[src/rtl/imm_gen_pkg.sv]
// imm_gen_pkg: opcodes and format codes shared by the immediate-generation stage.
package imm_gen_pkg;
  localparam logic [6:0] OPC_LOAD    = 7'b0000011;
  localparam logic [6:0] OPC_OPIMM   = 7'b0010011;
  localparam logic [6:0] OPC_OPIMM32 = 7'b0011011;
  localparam logic [6:0] OPC_JALR    = 7'b1100111;
  localparam logic [6:0] OPC_SYSTEM  = 7'b1110011;
  localparam logic [6:0] OPC_STORE   = 7'b0100011;
  localparam logic [6:0] OPC_BRANCH  = 7'b1100011;
  localparam logic [6:0] OPC_LUI     = 7'b0110111;
  localparam logic [6:0] OPC_AUIPC   = 7'b0010111;
  localparam logic [6:0] OPC_JAL     = 7'b1101111;
  localparam logic [6:0] OPC_OP      = 7'b0110011;
  localparam logic [6:0] OPC_OP32    = 7'b0111011;
  localparam logic [6:0] OPC_FENCE   = 7'b0001111;
  typedef enum logic [2:0] {
    FMT_NONE = 3'd0,
    FMT_I    = 3'd1,
    FMT_S    = 3'd2,
    FMT_B    = 3'd3,
    FMT_U    = 3'd4,
    FMT_J    = 3'd5,
    FMT_SH   = 3'd6,
    FMT_ILL  = 3'd7
  } fmt_e;
endpackage

[src/rtl/imm_gen_stage_decode.sv]
// imm_decode: combinational RV32I/RV64I immediate extraction, format tagging and opcode legality.
module imm_decode
  import imm_gen_pkg::*;
#(
  parameter int XLEN = 32
) (
  input  logic [31:0]     instr,
  output logic [XLEN-1:0] imm,
  output logic [2:0]      fmt,
  output logic            illegal
);
  localparam bit RV64 = XLEN == 64;
  logic [6:0] opc;
  logic sh;
  logic [XLEN-1:0] imm_i, imm_s, imm_b, imm_u, imm_j, imm_sh;
  assign opc = instr[6:0];
  // funct3 001 (SLLI) and 101 (SRLI/SRAI) share bits [13:12] = 01
  assign sh = instr[13:12] == 2'b01;
  assign imm_i = XLEN'($signed(instr[31:20]));
  assign imm_s = XLEN'($signed({instr[31:25], instr[11:7]}));
  assign imm_b = XLEN'($signed({instr[31], instr[7], instr[30:25], instr[11:8], 1'b0}));
  assign imm_u = XLEN'($signed({instr[31:12], 12'b0}));
  assign imm_j = XLEN'($signed({instr[31], instr[19:12], instr[20], instr[30:21], 1'b0}));
  assign imm_sh = (RV64 && opc == OPC_OPIMM) ? XLEN'(instr[25:20]) : XLEN'(instr[24:20]);
  always_comb begin
    imm = '0;
    fmt = FMT_NONE;
    illegal = 1'b0;
    case (opc)
      OPC_LOAD, OPC_JALR, OPC_SYSTEM: begin
        imm = imm_i;
        fmt = FMT_I;
      end
      OPC_OPIMM, OPC_OPIMM32: begin
        illegal = opc == OPC_OPIMM32 && !RV64;
        fmt = illegal ? FMT_ILL : sh ? FMT_SH : FMT_I;
        imm = illegal ? '0 : sh ? imm_sh : imm_i;
      end
      OPC_STORE: begin
        imm = imm_s;
        fmt = FMT_S;
      end
      OPC_BRANCH: begin
        imm = imm_b;
        fmt = FMT_B;
      end
      OPC_LUI, OPC_AUIPC: begin
        imm = imm_u;
        fmt = FMT_U;
      end
      OPC_JAL: begin
        imm = imm_j;
        fmt = FMT_J;
      end
      OPC_OP, OPC_FENCE: fmt = FMT_NONE;
      OPC_OP32: begin
        illegal = !RV64;
        fmt = RV64 ? FMT_NONE : FMT_ILL;
      end
      default: begin
        illegal = 1'b1;
        fmt = FMT_ILL;
      end
    endcase
  end
endmodule

[src/rtl/imm_gen_stage.sv]
// imm_gen_stage: registered immediate-generation stage with valid/ready handshake,
// optional two-entry skid buffer and saturating illegal-instruction counter.
module imm_gen_stage
  import imm_gen_pkg::*;
#(
  parameter int XLEN  = 32,
  parameter int SKID  = 1,
  parameter int CNT_W = 16
) (
  input  logic             clk,
  input  logic             rst_n,
  input  logic             flush,
  input  logic             in_valid,
  output logic             in_ready,
  input  logic [31:0]      in_instr,
  input  logic [XLEN-1:0]  in_pc,
  output logic             out_valid,
  input  logic             out_ready,
  output logic [31:0]      out_instr,
  output logic [XLEN-1:0]  out_pc,
  output logic [XLEN-1:0]  out_imm,
  output logic [2:0]       out_fmt,
  output logic             out_illegal,
  output logic [CNT_W-1:0] illegal_cnt
);
  logic [XLEN-1:0] d_imm;
  logic [2:0] d_fmt;
  logic d_ill;
  imm_decode #(.XLEN(XLEN)) u_decode (
    .instr   (in_instr),
    .imm     (d_imm),
    .fmt     (d_fmt),
    .illegal (d_ill)
  );
  // With SKID=0 only entry 0 is ever used and the pointers stay at 0
  logic [31:0]     e_instr [2];
  logic [XLEN-1:0] e_pc    [2];
  logic [XLEN-1:0] e_imm   [2];
  logic [2:0]      e_fmt   [2];
  logic            e_ill   [2];
  logic rd_ptr, wr_ptr, rst_n_q, rdy_q, push, pop;
  logic [1:0] cnt, cnt_nxt;
  assign out_valid = cnt != 2'd0;
  assign in_ready = SKID != 0 ? rdy_q : rst_n_q & (~out_valid | out_ready);
  assign push = in_valid & in_ready & ~flush;
  assign pop = out_valid & out_ready;
  assign cnt_nxt = cnt + 2'(push) - 2'(pop);
  assign out_instr = e_instr[rd_ptr];
  assign out_pc = e_pc[rd_ptr];
  assign out_imm = e_imm[rd_ptr];
  assign out_fmt = e_fmt[rd_ptr];
  assign out_illegal = e_ill[rd_ptr];
  always_ff @(posedge clk) rst_n_q <= rst_n;
  always_ff @(posedge clk) begin
    if (!rst_n || flush) begin
      e_instr <= '{default: '0};
      e_pc <= '{default: '0};
      e_imm <= '{default: '0};
      e_fmt <= '{default: '0};
      e_ill <= '{default: '0};
      rd_ptr <= 1'b0;
      wr_ptr <= 1'b0;
      cnt <= 2'd0;
      rdy_q <= rst_n;
    end else begin
      if (push) begin
        e_instr[wr_ptr] <= in_instr;
        e_pc[wr_ptr] <= in_pc;
        e_imm[wr_ptr] <= d_imm;
        e_fmt[wr_ptr] <= d_fmt;
        e_ill[wr_ptr] <= d_ill;
        wr_ptr <= SKID != 0 ? ~wr_ptr : 1'b0;
      end
      if (pop) rd_ptr <= SKID != 0 ? ~rd_ptr : 1'b0;
      cnt <= cnt_nxt;
      rdy_q <= cnt_nxt < 2'd2;
    end
  end
  always_ff @(posedge clk) begin
    if (!rst_n) illegal_cnt <= '0;
    else if (push && d_ill && !(&illegal_cnt)) illegal_cnt <= illegal_cnt + 1'b1;
  end
endmodule

[config.mk]
export PLATFORM = sky130hd
export DESIGN_NAME = imm_gen_stage
export DESIGN_NICKNAME = d
export VERILOG_FILES = /design/src/rtl/imm_gen_pkg.sv /design/src/rtl/imm_gen_stage_decode.sv /design/src/rtl/imm_gen_stage.sv
export SDC_FILE = /design/constraint.sdc
export NUM_CORES = 1
export LEC_CHECK = 0
export CAP_MARGIN = 15
export CORE_MARGIN = 3
export CORE_UTILIZATION = 30
export DETAILED_ROUTE_END_ITERATION = 6
export GPL_TIMING_DRIVEN = 0
export PLACE_DENSITY = 0.51
export SETUP_SLACK_MARGIN = 0.5
export SLEW_MARGIN = 0
export SYNTH_ARGS = -nofsm -noshare
export SYNTH_HDL_FRONTEND = slang
export SYNTH_SLANG_ARGS = --single-unit
[constraint.sdc]
create_clock -name clk -period 2.07 [get_ports clk]
set_input_delay 0.5175 -clock clk [delete_from_list [all_inputs] [get_ports clk]]
set_output_delay 0.5175 -clock clk [all_outputs]
set_load 0.01 [all_outputs]
==> results of run 1 <==
-- timing repair --
action	4_1_cts	5_1_grt
setup endpoints to repair	339	206
hold buffers	0	0
hold endpoints to repair	0	0
setup buffers	42	15
cloned	16	2
pin swaps	52	16
resized for setup	931	59
-- metal layers --
| metal | up-vias | part of all wire |
|---|---|---|
| met4 | 0 | 0.022 |
| met1 | 4194 | 0.47 |
| met2 | 215 | 0.47 |
| met3 | 44 | 0.044 |
| met5 | - | 0 |
| li1 | 4166 | - |
-- report_power, final --
group | switching (mW) | internal, mW
clock | 1.80 | 2.79
combinational | 0.457 | 0.422
sequential | 0.0227 | 4.27
-- worst register-to-register path: cells and delay by family (launching register included) --
| family | cells | cell delay, ns |
|---|---|---|
| and+or+nand+nor | 4 | 0.90 |
| DFF | 1 | 0.35 |
| buffers and inverters | 3 | 0.34 |
| AOI/OAI and AO/OA | 1 | 0.05 |
-- cells by family (layout without fill, tap and decap cells) --
family,Yosys count,after routing
XOR/XNOR,3,3
AND/OR/NAND/NOR,314,315
flip-flops,221,221
adder cells (fa/ha/maj),3,3
AO/OA/AOI/OAI,267,267
multiplexers,106,106
other,0,1
buffers and inverters,86,389
-- cells in the final DEF (no fill, tap or decap), types with 4 or more instances in the layout --
master / Yosys / final
clkbuf_16: 0 / 55
inv_1: 9 / 6
clkbuf_1: 62 / 9
nand4_1: 4 / 4
a32oi_1: 8 / 7
and3_4: 0 / 6
nor3_4: 0 / 5
buf_6: 0 / 144
dfxtp_2: 0 / 6
clkbuf_4: 0 / 5
buf_2: 10 / 8
nor2_4: 0 / 6
nand3_1: 13 / 8
a21oi_1: 101 / 97
clkdlybuf4s50_1: 0 / 55
dfxtp_1: 221 / 200
o21ai_1: 1 / 4
clkbuf_8: 0 / 19
dfxtp_4: 0 / 15
a22o_1: 56 / 56
buf_12: 0 / 4
or4_1: 6 / 4
nand2_1: 216 / 210
mux2i_1: 5 / 4
buf_4: 0 / 47
clkbuf_2: 0 / 17
o21ai_0: 52 / 47
nor2_1: 20 / 15
buf_8: 0 / 6
and2_4: 0 / 4
a31oi_1: 5 / 4
or3_1: 5 / 4
mux2_4: 0 / 100
a221o_1: 15 / 15
nand3_2: 0 / 4
a221oi_2: 0 / 4
nand2b_1: 9 / 8
-- registers in the layout, summed over array words and instances, names as in the netlist --
signal / cells
cnt: 2
e_fmt: 6
e_ill: 2
e_imm: 64
e_instr: 64
e_pc: 64
illegal_cnt: 16
in_ready: 1
rd_ptr: 1
wr_ptr: 1
-- how the worst max path moves through the flow --
| stage | from | end | slack, ns | cells past startpoint |
|---|---|---|---|---|
| after global placement | flush | e_instr[48]$_SDFFE_PP0P_ | -1.06 | 7 |
| after CTS | rd_ptr$_SDFFE_PP0P_ | out_imm[11] | -0.24 | 4 |
| after floorplan | in_instr[4] | illegal_cnt[14]$_SDFFE_PN0P_ | 0.25 | 7 |
| final | rd_ptr$_SDFFE_PP0P_ | out_imm[11] | -0.21 | 4 |
| after global routing | rd_ptr$_SDFFE_PP0P_ | out_imm[0] | -0.25 | 4 |
| after detailed placement | flush | e_instr[53]$_SDFFE_PP0P_ | -1.02 | 7 |
-- area by class of cell --
type,count,share of cell area
inverter,9,0.00226
sequential,221,0.301
timing repair buffer,260,0.192
clock inverter,7,0.00612
antenna,1,0.000168
multi-input combinational,694,0.352
clock buffer,36,0.0509
tap,390,0.0327
buffer,77,0.0626
-- through the flow --
| stage | setup TNS, ns | cell area (um2) | cells | hold slack, ns |
|---|---|---|---|---|
| floorplan | 0 | 9560 | 1000 | 0.417 |
| global placement | -168.63 | 11900 | 1576 | 0.430 |
| detailed placement | -163.74 | 11900 | 1576 | 0.436 |
| CTS | -19.41 | 14600 | 1677 | 0.237 |
| global route | -19.95 | 14900 | 1694 | 0.255 |
| finish | -15.75 | 14900 | 1695 | 0.257 |
==> flow_metrics.env, run 1 <==
export IMPL_run_status="finished with violations"
export IMPL_violations="setup timing"
export IMPL_drc=0
export IMPL_critPathMaxStageDelay_ns=0.42
export IMPL_grt_first_pass_wirelength_um=51500
export IMPL_total_power_mw=9.77
export IMPL_synthTopCellsByArea="dfxtp_1 48%, mux2_2 12%, nand2_1 8.8%, a21oi_1 5.5%, a22o_1 5.4%"
export IMPL_critical_path_arrival_ns=1.76
export IMPL_p_per_area_nw_per_um2=654
export IMPL_ir_worst_vdd_uv=665
export IMPL_cp_num_buf_inv=3
export IMPL_place_ws_ns=-1.02
export IMPL_required_ns=1.55
export IMPL_grt_use_met2=0.318
export IMPL_r2r_slack_ns=0.31
export IMPL_cts_tree="built"
export IMPL_post_route_util=0.500
export IMPL_grt_busiest_layer="met2"
export IMPL_grt_max_degree=13
export IMPL_crit_chain="clkbuf_16, clkbuf_16, mux2_4, buf_6"
export IMPL_drt_iter0_drc=458
export IMPL_rsz0062_at_grt="true"
export IMPL_hpwl_um=22000
export IMPL_synth_distinct_cells=56
export IMPL_place_congestion=0.835
export IMPL_tightest_slew_ns=0.579
export IMPL_yosysMostFrequentCell="dfxtp_1"
export IMPL_synth_seq_cells=221
export IMPL_clk_latency_ns=0.52
export IMPL_synth_area_mux_share=0.130
export IMPL_synth_seq_area_share=0.483
export IMPL_async_flop_share=0
export IMPL_synthCells=1000
export IMPL_avgSynthCellArea_um2=9.16
export IMPL_overflow=0
export IMPL_grt_pass1_vias=8481
export IMPL_timing_fmax_mhz=439
export IMPL_die_area_um2=32700
export IMPL_synth_top_area_share=0.483
export IMPL_grt_use_met1=0.277
export IMPL_yosys_warnings=0
export IMPL_synth_fp_nets=1072
export IMPL_drive_above_1_share=0.393
export IMPL_whs_endpoint="e_instr[37]$_SDFFE_PP0P_"
export IMPL_synth_top_family_by_area="compound AO/OA/AOI/OAI gates"
export IMPL_start_util=0.307
export IMPL_grt_antenna_before_repair=0
export IMPL_cp_common_cell="clkbuf_16"
export IMPL_multi_input_area_um2=5260
export IMPL_r2r_end="illegal_cnt[9]$_SDFFE_PN0P_"
export IMPL_die_w_um=181
export IMPL_slowest_stage="dfxtp_4"
export IMPL_fin_nets=1361
export IMPL_critPathLaunchType="flop"
export IMPL_io_pins=187
export IMPL_num_rows=63
export IMPL_layout_setup_ws_ns=-0.210
export IMPL_synth_edff_count=0
export IMPL_slew_headroom=0.614
export IMPL_fillers=2728
export IMPL_use_met3=0.0258
export IMPL_yosys_area_share_simple=0.153
export IMPL_post_synth_top_area_cell="dfxtp_1"
export IMPL_htreeDepth=1
export IMPL_cts_inserted_buffers=26
export IMPL_wire_per_inst_um=19.8
export IMPL_wl_um=33600
export IMPL_min_path_type="in2reg"
export IMPL_core_um2=29900
export IMPL_fin_crit_sh=1.10
export IMPL_final_antenna_net_count=0
export IMPL_crit_family="buffers and inverters"
export IMPL_min_path_cells=3
export IMPL_vias=8619
export IMPL_grt_total_usage=0.196
export IMPL_clock_root_buffer="clkbuf_16"
export IMPL_clk_pin_slew_worst_paths_ns=0.06
export IMPL_fin_crit_ns=2.28
export IMPL_setup_viol=100
export IMPL_crit_type="reg2out"
export IMPL_clock_sinks=221
export IMPL_cp_end_kind="output port"
export IMPL_hold_violations=0
export IMPL_synth_flop_cell="dfxtp_1"
export IMPL_min_from="in_instr[5]"
export IMPL_synth_xor_area_frac=0.00287
export IMPL_r2r_start="illegal_cnt[3]$_SDFFE_PN0P_"
export IMPL_fin_skew_ns=0.00779
export IMPL_synth_compound_area_frac=0.191
export IMPL_clockBufferDepth=3
export IMPL_r2r_cells=8
export IMPL_via_per_inst=5.08
export IMPL_dr_pass1_iters=5
export IMPL_p_leak_nw=5.91
export IMPL_finalMaxSlewViolations=0
export IMPL_synthAdderAreaFrac=0.00410
export IMPL_synth_area_um2=9160
export IMPL_regArea_um2=4490
export IMPL_portBuffers=186
export IMPL_fp_dieH_um=181
export IMPL_crit_path_max_fanout=6
export IMPL_area_delta_synth_final_pct=63.0
export IMPL_cap_violations=0
export IMPL_synth_commonest_cells="221 x dfxtp_1, 216 x nand2_1, 101 x a21oi_1, 101 x mux2_2, 62 x clkbuf_1"
(Power assumes the default switching activity.)
==> inputs of run 2 (changes only) <==
Settings changed: CTS_CLUSTER_DIAMETER from default to 80, GPL_TIMING_DRIVEN 0 to default, SLEW_MARGIN 0 to 20.
==> flow_metrics.env, run 2 (synthesis gave the netlist of run 1 again) <==
export IMPL_run_status="finished with violations"
export IMPL_violations="setup timing"
export IMPL_grt_total_usage=0.173
export IMPL_fin_crit_sh=1.14
export IMPL_cp_end_kind="output port"
export IMPL_die_w_um=181
export IMPL_die_area_um2=32700
export IMPL_fin_skew_ns=0.00764
export IMPL_m1WireLength_um=16100
export IMPL_finalMaxSlewViolations=0
export IMPL_timing_fmax_mhz=425
export IMPL_core_um2=29900
export IMPL_antenna_cells=0
export IMPL_final_cells=1735
export IMPL_cts_hold_buffers=0
export IMPL_wl_um=33900
export IMPL_clk_latency_ns=0.51
export IMPL_hpwl_um=20200
export IMPL_top_layer_used="met4"
export IMPL_start_util=0.307
export IMPL_place_congestion=0.818
export IMPL_wl_met3_um=1500
export IMPL_placed_cells=1604
export IMPL_vias=8731
export IMPL_cts_inserted_buffers=25
export IMPL_slew_headroom=0.702
export IMPL_crit_type="reg2out"
export IMPL_via_per_inst=5.03
export IMPL_fin_area_um2=15500
export IMPL_tightest_slew_ns=0.445
export IMPL_htreeDepth=1
export IMPL_reg_top3="e_imm (64), e_instr (64), e_pc (64)"
export IMPL_hold_violations=0
export IMPL_min_path_type="in2reg"
export IMPL_grt_max_degree=35
export IMPL_layout_common_cells="201 x nand2_1, 201 x dfxtp_1, 123 x buf_6"
export IMPL_clk_pin_slew_worst_paths_ns=0.06
export IMPL_crit_path_max_fanout=6
export IMPL_place_ws_ns=-0.526
export IMPL_fin_nets=1404
export IMPL_grt_first_pass_wirelength_um=46400
export IMPL_num_rows=63
export IMPL_postPlaceCellArea_um2=12600
export IMPL_dr_pass1_iters=4
export IMPL_rsz0062_at_grt="true"
export IMPL_setup_viol=88
export IMPL_ir_worst_vdd_uv=551
export IMPL_drc=0
export IMPL_grt_pass1_vias=8054
export IMPL_post_route_util=0.519
export IMPL_p_leak_nw=6.26
export IMPL_clockBufferDepth=3
export IMPL_cap_violations=0
export IMPL_critPathLaunchType="flop"
export IMPL_final_antenna_net_count=0
export IMPL_clock_root_buffer="clkbuf_16"
export IMPL_area_delta_synth_final_pct=69.1
export IMPL_fp_dieH_um=181
export IMPL_wire_per_inst_um=19.6
export IMPL_layout_setup_ws_ns=-0.285
export IMPL_portBuffers=186
export IMPL_critical_path_arrival_ns=1.84
export IMPL_cts_tree="built"
export IMPL_met2_length_um=15800
export IMPL_required_ns=1.55
export IMPL_io_pins=187
export IMPL_overflow=0
export IMPL_clock_sinks=221
export IMPL_fin_crit_ns=2.36
export IMPL_drt_iter0_drc=510
export IMPL_p_per_area_nw_per_um2=613
export IMPL_total_power_mw=9.50
export IMPL_grt_antenna_before_repair=0
export IMPL_drive_above_1_share=0.448
## run 2: cell type report
cell class | instances | area, um2
clock inverter | 5 | 25.0
tap | 390 | 488
inverter | 9 | 33.8
multi-input combinational | 694 | 5410
sequential | 221 | 4490
clock buffer | 35 | 733
fill | 2711 | 14400
timing repair buffer | 381 | 4320
## run 2: per-layer routing
metal,global-route usage,up-vias
met5,0,-
met4,0.0368,0
met3,0.0264,40
met2,0.267,197
met1,0.254,4247
li1,-,4247
## run 2: stage by stage
step,TNS [ns],hold WS (ns)
after floorplan,0,0.417
after global routing,-21.27,0.390
after CTS,-35.45,0.445
after detailed placement,-44.42,0.435
final,-17.28,0.389
after global placement,-40.85,0.430
## run 2: worst paths after layout
| path | start | endpoint | slack (ns) | cells after the start |
|---|---|---|---|---|
| worst max-delay path | rd_ptr$_SDFFE_PP0P_ | out_pc[27] | -0.29 | 6 |
| worst min-delay path | in_instr[6] | e_instr[6]$_SDFFE_PP0P_ | 0.39 | 3 |
| worst max register to register | cnt[0]$_SDFF_PP0_ | in_ready$_DFF_P_ | 0.37 | 9 |
| worst min register to register | e_instr[29]$_SDFFE_PP0P_ | e_instr[29]$_SDFFE_PP0P_ | 0.44 | 2 |
## run 2: power by group
group          switching [mW]  internal (mW)  total (mW)
registers              0.0243           4.27        4.30
logic                   0.489          0.520        1.01
clock network            1.76           2.43        4.20
## run 2: critical path, stage by stage (launching register included)
cell       delay (ns)
dfxtp_4          0.36
buf_6            0.13
buf_6            0.11
buf_12           0.13
clkbuf_16        0.17
mux2_4           0.30
buf_6            0.12
## run 2: timing repair
action | in CTS | in global routing
endpoints found under the hold margin | 0 | 0
pin swaps | 0 | 74
cloned | 1 | 30
buffers inserted | 1 | 59
resized for setup | 163 | 645
endpoints found under the setup margin | 319 | 336
